### config.mk
export PLATFORM = sky130hd
export DESIGN_NAME = uart_word_tx_flat
export DESIGN_NICKNAME = d
export VERILOG_FILES = /design/src/rtl/uart_word_tx_if.sv /design/src/rtl/uart_word_tx.sv /design/src/flat_wrapper.sv
export SDC_FILE = /design/constraint.sdc
export NUM_CORES = 1
export LEC_CHECK = 0
export CAP_MARGIN = 10
export CORE_MARGIN = 10
export CORE_UTILIZATION = 27
export DETAILED_ROUTE_END_ITERATION = 6
export SETUP_SLACK_MARGIN = 0.15
export SYNTH_ARGS = -nofsm -noshare
export SYNTH_HDL_FRONTEND = slang
export SYNTH_SLANG_ARGS = --single-unit
export TNS_END_PERCENT = 5
### constraint.sdc
create_clock -name clk -period 4.7 [get_ports clk]
set_clock_uncertainty 0.05 [all_clocks]
set_input_delay 0.94 -clock clk [delete_from_list [all_inputs] [get_ports clk]]
set_output_delay 0.94 -clock clk [all_outputs]
set_load 0.02 [all_outputs]
### src/rtl/uart_word_tx_if.sv
// Handshake and serial-output bundle between the debug send controller and uart_word_tx.
// The master side drives tx_start and tx_data, and observes tx, tx_done and busy.
// The slave side (the transmitter) samples the request and drives the line and status.
interface uart_word_tx_if #(
    parameter int DATA_WIDTH = 32
);
    logic                  tx_start;  // level request, sampled only when the transmitter is idle
    logic [DATA_WIDTH-1:0] tx_data;   // word to send, captured on the accept edge
    logic                  tx;        // serial line, idle high
    logic                  tx_done;   // one-cycle pulse when the whole word has been sent
    logic                  busy;      // high from the accept edge until the return to IDLE

    modport master (
        output tx_start,
        output tx_data,
        input  tx,
        input  tx_done,
        input  busy
    );

    modport slave (
        input  tx_start,
        input  tx_data,
        output tx,
        output tx_done,
        output busy
    );
endinterface

### src/rtl/uart_word_tx.sv
// Word-to-UART serialiser: sends DATA_WIDTH/8 back-to-back 8N1 frames, LSB byte and LSB bit first.
// Latency: tx_done starts NBYTES*10*CLKS_PER_BIT cycles after the accept edge; every output is registered.
// Backpressure: tx_start is a level request, sampled only on entry to or while in IDLE; a request held high
//               is re-accepted HOLDOFF+1 cycles after the tx_done cycle begins.
// Ports: clk, reset (async, active-high); bus (slave modport): tx_start, tx_data in; tx, tx_done, busy out.
module uart_word_tx #(
    parameter int DATA_WIDTH   = 32,
    parameter int CLKS_PER_BIT = 5208,
    parameter int HOLDOFF      = 2
) (
    input  logic           clk,
    input  logic           reset,
    uart_word_tx_if.slave  bus
);
    localparam int NBYTES = DATA_WIDTH / 8;
    localparam int CNTW   = $clog2(CLKS_PER_BIT);
    localparam int BW     = (NBYTES > 1) ? $clog2(NBYTES) : 1;
    localparam int HW     = (HOLDOFF > 1) ? $clog2(HOLDOFF) : 1;

    localparam logic [CNTW-1:0] CNT_MAX   = CNTW'(CLKS_PER_BIT - 1);
    localparam logic [BW-1:0]   BYTE_LAST = BW'(NBYTES - 1);
    localparam logic [HW-1:0]   HOLD_MAX  = HW'(HOLDOFF - 1);

    typedef enum logic [2:0] {
        S_IDLE  = 3'd0,
        S_START = 3'd1,
        S_DATA  = 3'd2,
        S_STOP  = 3'd3,
        S_DONE  = 3'd4,
        S_HOLD  = 3'd5
    } state_t;

    state_t                r_state;
    state_t                w_next_state;
    logic [CNTW-1:0]       r_cnt;
    logic [CNTW-1:0]       w_cnt_next;
    logic [2:0]            r_bit_idx;
    logic [2:0]            w_bit_next;
    logic [BW-1:0]         r_byte_idx;
    logic [BW-1:0]         w_byte_next;
    logic [HW-1:0]         r_hold_cnt;
    logic [HW-1:0]         w_hold_next;
    // The captured word is shifted right one place per data bit, so bit 0 always holds
    // word_reg[8*byte_idx + bit_idx] for the bit currently on the line.
    logic [DATA_WIDTH-1:0] r_shift;
    logic [DATA_WIDTH-1:0] w_shift_next;
    logic                  w_accept;
    logic                  w_bit_end;

    logic                  r_tx;
    logic                  r_done;
    logic                  r_busy;
    logic                  w_tx_next;
    logic                  w_done_next;
    logic                  w_busy_next;

    assign w_bit_end = (r_cnt == CNT_MAX);

    // State and datapath register.
    always_ff @(posedge clk or posedge reset) begin
        if (reset) begin
            r_state    <= S_IDLE;
            r_cnt      <= '0;
            r_bit_idx  <= '0;
            r_byte_idx <= '0;
            r_hold_cnt <= '0;
            r_shift    <= '0;
        end else begin
            r_state    <= w_next_state;
            r_cnt      <= w_cnt_next;
            r_bit_idx  <= w_bit_next;
            r_byte_idx <= w_byte_next;
            r_hold_cnt <= w_hold_next;
            r_shift    <= w_shift_next;
        end
    end

    // Next-state and counter logic.
    always_comb begin
        w_next_state = r_state;
        w_cnt_next   = r_cnt;
        w_bit_next   = r_bit_idx;
        w_byte_next  = r_byte_idx;
        w_hold_next  = r_hold_cnt;
        w_shift_next = r_shift;
        w_accept     = 1'b0;

        case (r_state)
            S_IDLE: begin
                w_accept = bus.tx_start;
            end
            S_START: begin
                if (w_bit_end) begin
                    w_cnt_next   = '0;
                    w_bit_next   = 3'd0;
                    w_next_state = S_DATA;
                end else begin
                    w_cnt_next = r_cnt + CNTW'(1);
                end
            end
            S_DATA: begin
                if (w_bit_end) begin
                    w_cnt_next   = '0;
                    w_shift_next = r_shift >> 1;
                    if (r_bit_idx == 3'd7) begin
                        w_next_state = S_STOP;
                    end else begin
                        w_bit_next = r_bit_idx + 3'd1;
                    end
                end else begin
                    w_cnt_next = r_cnt + CNTW'(1);
                end
            end
            S_STOP: begin
                if (w_bit_end) begin
                    w_cnt_next = '0;
                    if (r_byte_idx == BYTE_LAST) begin
                        w_next_state = S_DONE;
                    end else begin
                        // Next byte's start bit follows the stop bit with no idle gap.
                        w_byte_next  = r_byte_idx + BW'(1);
                        w_next_state = S_START;
                    end
                end else begin
                    w_cnt_next = r_cnt + CNTW'(1);
                end
            end
            S_DONE: begin
                w_hold_next  = '0;
                w_next_state = S_HOLD;
            end
            S_HOLD: begin
                if (r_hold_cnt == HOLD_MAX) begin
                    // The edge that ends the holdoff is the re-entry to IDLE, so it also
                    // samples tx_start: a request held high is accepted here with no extra
                    // idle cycle, HOLDOFF+1 cycles after tx_done began.
                    w_next_state = S_IDLE;
                    w_accept     = bus.tx_start;
                end else begin
                    w_hold_next = r_hold_cnt + HW'(1);
                end
            end
            default: begin
                w_next_state = S_IDLE;
            end
        endcase

        if (w_accept) begin
            w_next_state = S_START;
            w_shift_next = bus.tx_data;
            w_cnt_next   = '0;
            w_bit_next   = 3'd0;
            w_byte_next  = '0;
        end
    end

    // Output decode from the next state, so the registered outputs line up with the state.
    always_comb begin
        w_tx_next   = 1'b1;
        w_done_next = 1'b0;
        w_busy_next = (w_next_state != S_IDLE);
        case (w_next_state)
            S_START: w_tx_next   = 1'b0;
            S_DATA:  w_tx_next   = w_shift_next[0];
            S_DONE:  w_done_next = 1'b1;
            default: w_tx_next   = 1'b1;
        endcase
    end

    // Output register.
    always_ff @(posedge clk or posedge reset) begin
        if (reset) begin
            r_tx   <= 1'b1;
            r_done <= 1'b0;
            r_busy <= 1'b0;
        end else begin
            r_tx   <= w_tx_next;
            r_done <= w_done_next;
            r_busy <= w_busy_next;
        end
    end

    assign bus.tx      = r_tx;
    assign bus.tx_done = r_done;
    assign bus.busy    = r_busy;
endmodule

### src/flat_wrapper.sv
// flat-port wrapper written by rule: the top's interface ports become plain ports
module uart_word_tx_flat 
#(
    parameter int DATA_WIDTH   = 32,
    parameter int CLKS_PER_BIT = 5208,
    parameter int HOLDOFF      = 2
)
  (clk, reset, bus_tx_start, bus_tx_data, bus_tx, bus_tx_done, bus_busy);
  uart_word_tx_if #(.DATA_WIDTH(DATA_WIDTH)) bus_i ();
  input  logic clk;
  input  logic reset;
  input wire logic [$bits(bus_i.tx_start)-1:0] bus_tx_start;
  input wire logic [$bits(bus_i.tx_data)-1:0] bus_tx_data;
  output wire logic [$bits(bus_i.tx)-1:0] bus_tx;
  output wire logic [$bits(bus_i.tx_done)-1:0] bus_tx_done;
  output wire logic [$bits(bus_i.busy)-1:0] bus_busy;
  assign bus_i.tx_start = bus_tx_start;
  assign bus_i.tx_data = bus_tx_data;
  assign bus_tx = bus_i.tx;
  assign bus_tx_done = bus_i.tx_done;
  assign bus_busy = bus_i.busy;
  uart_word_tx #(.DATA_WIDTH(DATA_WIDTH), .CLKS_PER_BIT(CLKS_PER_BIT), .HOLDOFF(HOLDOFF)) u_core (.clk(clk), .reset(reset), .bus(bus_i));
endmodule
; ---- Yosys cells after proc, flatten, opt, wreduce, memory -nomap -nowiden
; Index checks and enable logic that the tools add are counted.
[word_totals]
out_inout_bits = 3
register_bits = 57
[classes]
n_reduce_logical = 12
addsub = 4
eq_ne = 15
muxes = 29
[op_table]
columns = operator, count
row1 = two-way mux 32 bit, 3
row2 = two-way mux 13 bit, 3
row3 = two-way mux 3 bit, 11
row4 = case mux 3 bit (6 select lines), 1
row5 = adder 13 x 1 -> 13 bit (second input constant), 1
row6 = == test 13 bit (second input constant), 1
row7 = == test 3 bit (second input constant), 4
row8 = nonzero test 2 bit, 5
row9 = == test 3 x 2 -> 1 bit (second input constant), 3
row10 = two-way mux 2 bit, 4
row11 = == test 3 x 1 -> 1 bit (second input constant), 2
row12 = != test 3 x 1 -> 1 bit (second input constant), 2
row13 = case mux 1 bit (2 select lines), 3
row14 = case mux 3 bit (2 select lines), 1
row15 = nonzero test 3 bit, 2
row16 = AND reduction 4 bit, 1
row17 = adder 3 x 1 -> 3 bit (second input constant), 1
row18 = logical NOT 3 bit, 1
row19 = two-way mux 1 bit, 3
row20 = != test 3 x 2 -> 1 bit (second input constant), 1
row21 = AND reduction 3 bit, 1
row22 = OR reduction 3 bit, 1
row23 = adder 2 x 1 -> 2 bit (second input constant), 1
row24 = == test 2 bit (second input constant), 1
row25 = 3 further kinds, 3

; ---- Longest topological paths before layout
[logic_depth]
ltp_word = 7
ltp_mapped = 8
mapped_depth_nobuf = 7

; ---- Worst setup path after synthesis
; Ideal clock, no wire load.
[synth_path]
path_type = in2reg
start = input port bus_tx_start
end = register u_core.r_cnt[9]
path_stages = 5
t_arrival_ps = 1916
slack_ps = 2655
n_path_buf = 0
setup_ps = 79
path_cell_list = nand3b_1 a21boi_2 o211ai_1 or3_1 a21oi_1
[synth_via]
elab_chain_cells = 3
elab_cells_between_ends = 4
cone_classes = mux (3) / reduce/logical (1)
[synth_lines]
columns = element, line_no
row1 = from (decl), flat_wrapper.sv:12  ; input wire logic [$bits(bus_i.tx_start)-1:0] bus_tx_start;
row2 = two-way mux 1 bit, uart_word_tx.sv:133  ; if (r_hold_cnt == HOLD_MAX) begin
row3 = case mux 1 bit (2 select lines) (*), uart_word_tx.sv:88  ; case (r_state)
row4 = two-way mux 13 bit / nonzero test 2 bit (equally long branches), n/a
row5 = to (signal assigned), uart_word_tx.sv:70  ; r_cnt <= w_cnt_next;
row6 = to (decl), uart_word_tx.sv:35  ; logic [CNTW-1:0] r_cnt;
; Mark *: on every way between the ends. The rest lies on a longest branch, timed or not.
; A chain may end at the register's enable or synchronous reset.

; ---- Final worst setup path
[layout_path]
start = input port bus_tx_start
end = register u_core.r_shift[10]
[layout_via]
elab_chain_cells = 4
elab_cells_between_ends = 6
cone_classes = mux (3) / reduce/logical (3)
[layout_lines]
columns = element, line_no
row1 = two-way mux 1 bit, uart_word_tx.sv:133
row2 = case mux 1 bit (2 select lines) (*), uart_word_tx.sv:88
row3 = nonzero test 2 bit (no line), n/a
row4 = AND reduction 2 bit (no line), n/a
row5 = to (signal assigned), uart_word_tx.sv:74  ; r_shift <= w_shift_next;
row6 = to (decl), uart_word_tx.sv:45  ; logic [DATA_WIDTH-1:0] r_shift;
; Marked as above.

==> metrics.log <==
[metrics] setup fix buffers added after clock tree synthesis: 0
[metrics] number of max-cap violations: 0
[metrics] starting DRC count in detailed routing: ~130
[metrics] global-route wire length before repair: 11.08 mm
[metrics] GR Util met1: between 10 and 15%
[metrics] I/O pin cnt: 38
[metrics] Final GP Congestion: 0.7868
[metrics] Total Nets Final: 358
[metrics] crit path DAT: approximately 2.9 ns
[metrics] net count after synthesis: around 320
[metrics] share of the clock period used by the worst path: roughly 56%
[metrics] placed standard-cell area: between 3000 and 4000 µm²
[metrics] top cells by area in the synthesized netlist: dfrtp_1 (50%), nand2_1 (8.8%), a22oi_1 (7.8%)
[metrics] count of different cell masters after synthesis: 47
[metrics] total gr overflow: 0
[metrics] kind of start point of the critical path: input pin
[metrics] Max FO, Critical Path: 30
[metrics] hold path depth: 2
[metrics] Antenna diodes: 0
[metrics] detailed-route DRC error count: 0
[metrics] Vias: around 2.2k
[metrics] average instance area after synthesis: a little under 10 µm²
[metrics] final total negative setup slack: 0 ns
[metrics] area share of the leading cell type in the synthesized netlist: about half
[metrics] die span in y: approximately 120 µm
[metrics] Synth Register Bits: 57
[metrics] clk root buf: clkbuf_8
[metrics] R2R cell count: 5
[metrics] number of buffers added on ports: 37
[metrics] effective utilization at floorplan: a little over a quarter
[metrics] max-slew headroom at the worst pin: ~29%
[metrics] worst hold-check path type: reg2reg
[metrics] layout overhead on the synthesized area: 25.43%
[metrics] number of endpoints with negative hold slack in the final report: 0
[metrics] synthesized-area fraction occupied by xor and xnor cells: under 10%
[metrics] Placed Instances: ~440
[metrics] CTS hold repair buffers: 0
[metrics] total iterations of the first detailed-routing run: 4
[metrics] critical path endpoint category: flip-flop
[metrics] Ys Warns: 0
[metrics] Total Wirelength: between 6 and 7 mm
[metrics] cell leakage power: roughly 0.0016 µW
[metrics] Finished Core Util: between 30% and 40%
[metrics] Max H-tree Level: 3
[metrics] HPWL after detailed placement: between 4 and 5 mm
[metrics] number of buffers created by CTS: 9
[metrics] count of final max-slew check failures: 0
[metrics] met3 demand-to-capacity share in global routing: approximately 3.9%
[metrics] peak supply drop: 0.1504 mV
[metrics] Reg clk slew, reported paths: roughly 0.07 ns
[metrics] maximum number of buffers from clock root to sink: 2
[metrics] setup repair after global routing missed its margin: false
[metrics] Avg WL per Cell: around 14 µm
[metrics] Worst R2R Start: u_core.r_state[0]$_DFF_PP0_
[metrics] vias in the first global route: approximately 2.2k
[metrics] most common library cell in the layout ignoring fill and taps: nand2_1
[metrics] Hold Path End: u_core.r_shift[28]$_DFFE_PP0P_
[metrics] area fraction in compound gates after synthesis: between 10% and 20%
[metrics] fraction of final layout cells with drive strength greater than 1: 10.19%
[metrics] commonest cells after routing, fill and taps aside: nand2_1 (66), dfrtp_1 (56), clkdlybuf4s50_1 (37)
[metrics] largest net degree at the start of global routing: 31
[metrics] antenna violations before repair: 0
[metrics] proportion of synthesized chip area in sequential cells: around half
[metrics] Syn Std Cell Area: about 2800 µm²
[metrics] Finish-stage setup viols: 0
[metrics] worst reg2reg path endpoint: u_core.r_bit_idx[1]$_DFFE_PP0P_
[metrics] area enclosed by the die boundary: between 10000 and 15000 µm²
[metrics] GR met2 Demand/Resource: between 10% and 20%
[metrics] count of nets left with antenna violations after detail routing: 0
[metrics] register-to-register setup slack: 2.27 ns
[metrics] minimum clock period: 2.646 ns
[metrics] Pwr Density: between 300 and 400 nW/µm²
[metrics] start point of the worst hold path: u_core.r_shift[28]$_DFFE_PP0P_
[metrics] maximum clock rate: 377.9 MHz
[metrics] TritonCTS Sinks: 57
[metrics] critical path required time: 4.92 ns
[metrics] site row count: 37
[metrics] main combinational cell family by area after synthesis: simple AND/OR/NAND/NOR gates
[metrics] status: completed
[metrics] most area-hungry cell type in the Yosys netlist: dfrtp_1
[metrics] Final Instance Area: 3517 µm²
[metrics] TritonCTS clock tree: done
[metrics] Core Box Area: slightly above 10000 µm²
[metrics] cells after synthesis: 282
[metrics] type of the worst setup path: in2reg
[metrics] final non-filler cell total: 460
[metrics] Clk Latency, worst-skew pair: roughly 0.34 ns
[metrics] die span in x: ~120 µm
[metrics] simple-gate share of the synthesized area: 22.18%
[metrics] gr busiest metal: met2
[metrics] multiplexer share of the synthesized area: 2.945%
[metrics] Total Routing Usage GR: around 9.3%
[metrics] adder and majority gate portion of the synthesized area: around 1.8%
[metrics] Worst Max-Slew Pin Slew: ~1.1 ns
[metrics] post-cts sizing count: 0
[metrics] number of vias per cell: between 4 and 5
synthesized netlist by cell type (all sizes together):
library cell   n
and3b          1
dfstp          1
nand3          4
a21o           1
nor2          16
xor2           8
and4b          1
a22oi         29
a21boi         1
or3            2
nand3b         3
and4bb         1
nor3           4
and3           4
mux2i          6
o21ai          7
or2            1
nand4          2
o31ai          1
a31oi          1
ha             4
nand2b         4
nor4bb         3
nand2         66
a21oi          8
a211o          1
clkbuf         3
o211ai         3
a211oi         1
nor2b          1
a22o           5
and2           5
mux2           2
o2111ai        3
xnor2          2
dfrtp         56
and4           3
inv            5
buf           11
o22a           1
nor4b          1
critical path, stage by stage:
cell and delay, ns:
clkdlybuf4s50_1 0.45, nand2b_1 0.13, a21o_1 0.24, and2_1 0.88
nand2_1 0.12, nand2_1 0.11
sequential cells by signal (all words and copies together), names as in the netlist:
register	flops
u_core.r_bit_idx	3
u_core.r_state	3
u_core.bus.tx	1
u_core.bus.tx_done	1
u_core.r_cnt	13
u_core.r_hold_cnt	1
u_core.r_shift	32
u_core.r_byte_idx	2
u_core.bus.busy	1
where the power goes:
group	switching [µW]	total [µW]	internal, µW
clock	208	484	276
sequential	82.2	692	610
combinational	106	220	114
area by class of cell:
type	instances	area, µm²
Clock inverter	5	62.56
Inverter	5	18.77
Tap cell	136	170.2
Fill cell	1006	6714
Multi-Input combinational cell	206	1294
Clock buffer	11	151.4
Timing Repair Buffer	40	392.9
Sequential cell	57	1428
layer usage:
layer	part of all wire, %	up-vias	wire length [µm]
met5	0	-	0
met3	6.6	14	425
met1	47	1028	3002
met2	45	47	2899
li1	-	1078	-
met4	1.8	0	118
logic make-up (layout without fill, tap and decap cells):
family          count (synthesis)  in the layout
compound gates                 62             62
xor+xnor                       10             10
fa+ha+maj                       4              4
buf+inv                        19             61
flops                          57             57
mux                             8              8
simple gates                  122            122
stage by stage:
| step | worst slack (ns) | power (µW) | hold WS, ns |
|---|---|---|---|
| after detailed placement | 1.672 | 922.3 | 0.4128 |
| final | 2.054 | 1396 | 0.4275 |
| after global routing | 1.809 | 1485 | 0.4464 |
| after CTS | 2.003 | 1416 | 0.4318 |
| after global placement | 1.712 | 912.5 | 0.4086 |
| after floorplan | 2.312 | 841.9 | 0.3968 |
how the worst max path moves through the flow:
| stage | start | endpoint | slack [ns] | depth (start not counted) |
|---|---|---|---|---|
| 2_1_floorplan | reset | u_core.bus.busy$_DFF_PP0_ | 2.31 | 1 |
| 3_3_place_gp | bus_tx_start | u_core.r_cnt[4]$_DFFE_PP0P_ | 1.71 | 6 |
| 3_5_place_dp | bus_tx_start | u_core.r_cnt[12]$_DFFE_PP0P_ | 1.67 | 6 |
| 4_1_cts | bus_tx_start | u_core.r_shift[10]$_DFFE_PP0P_ | 2.00 | 6 |
| 5_1_grt | bus_tx_start | u_core.r_shift[10]$_DFFE_PP0P_ | 1.81 | 6 |
| 6_report | bus_tx_start | u_core.r_shift[10]$_DFFE_PP0P_ | 2.05 | 6 |
No activity file was read; power rests on OpenSTA's default activity.
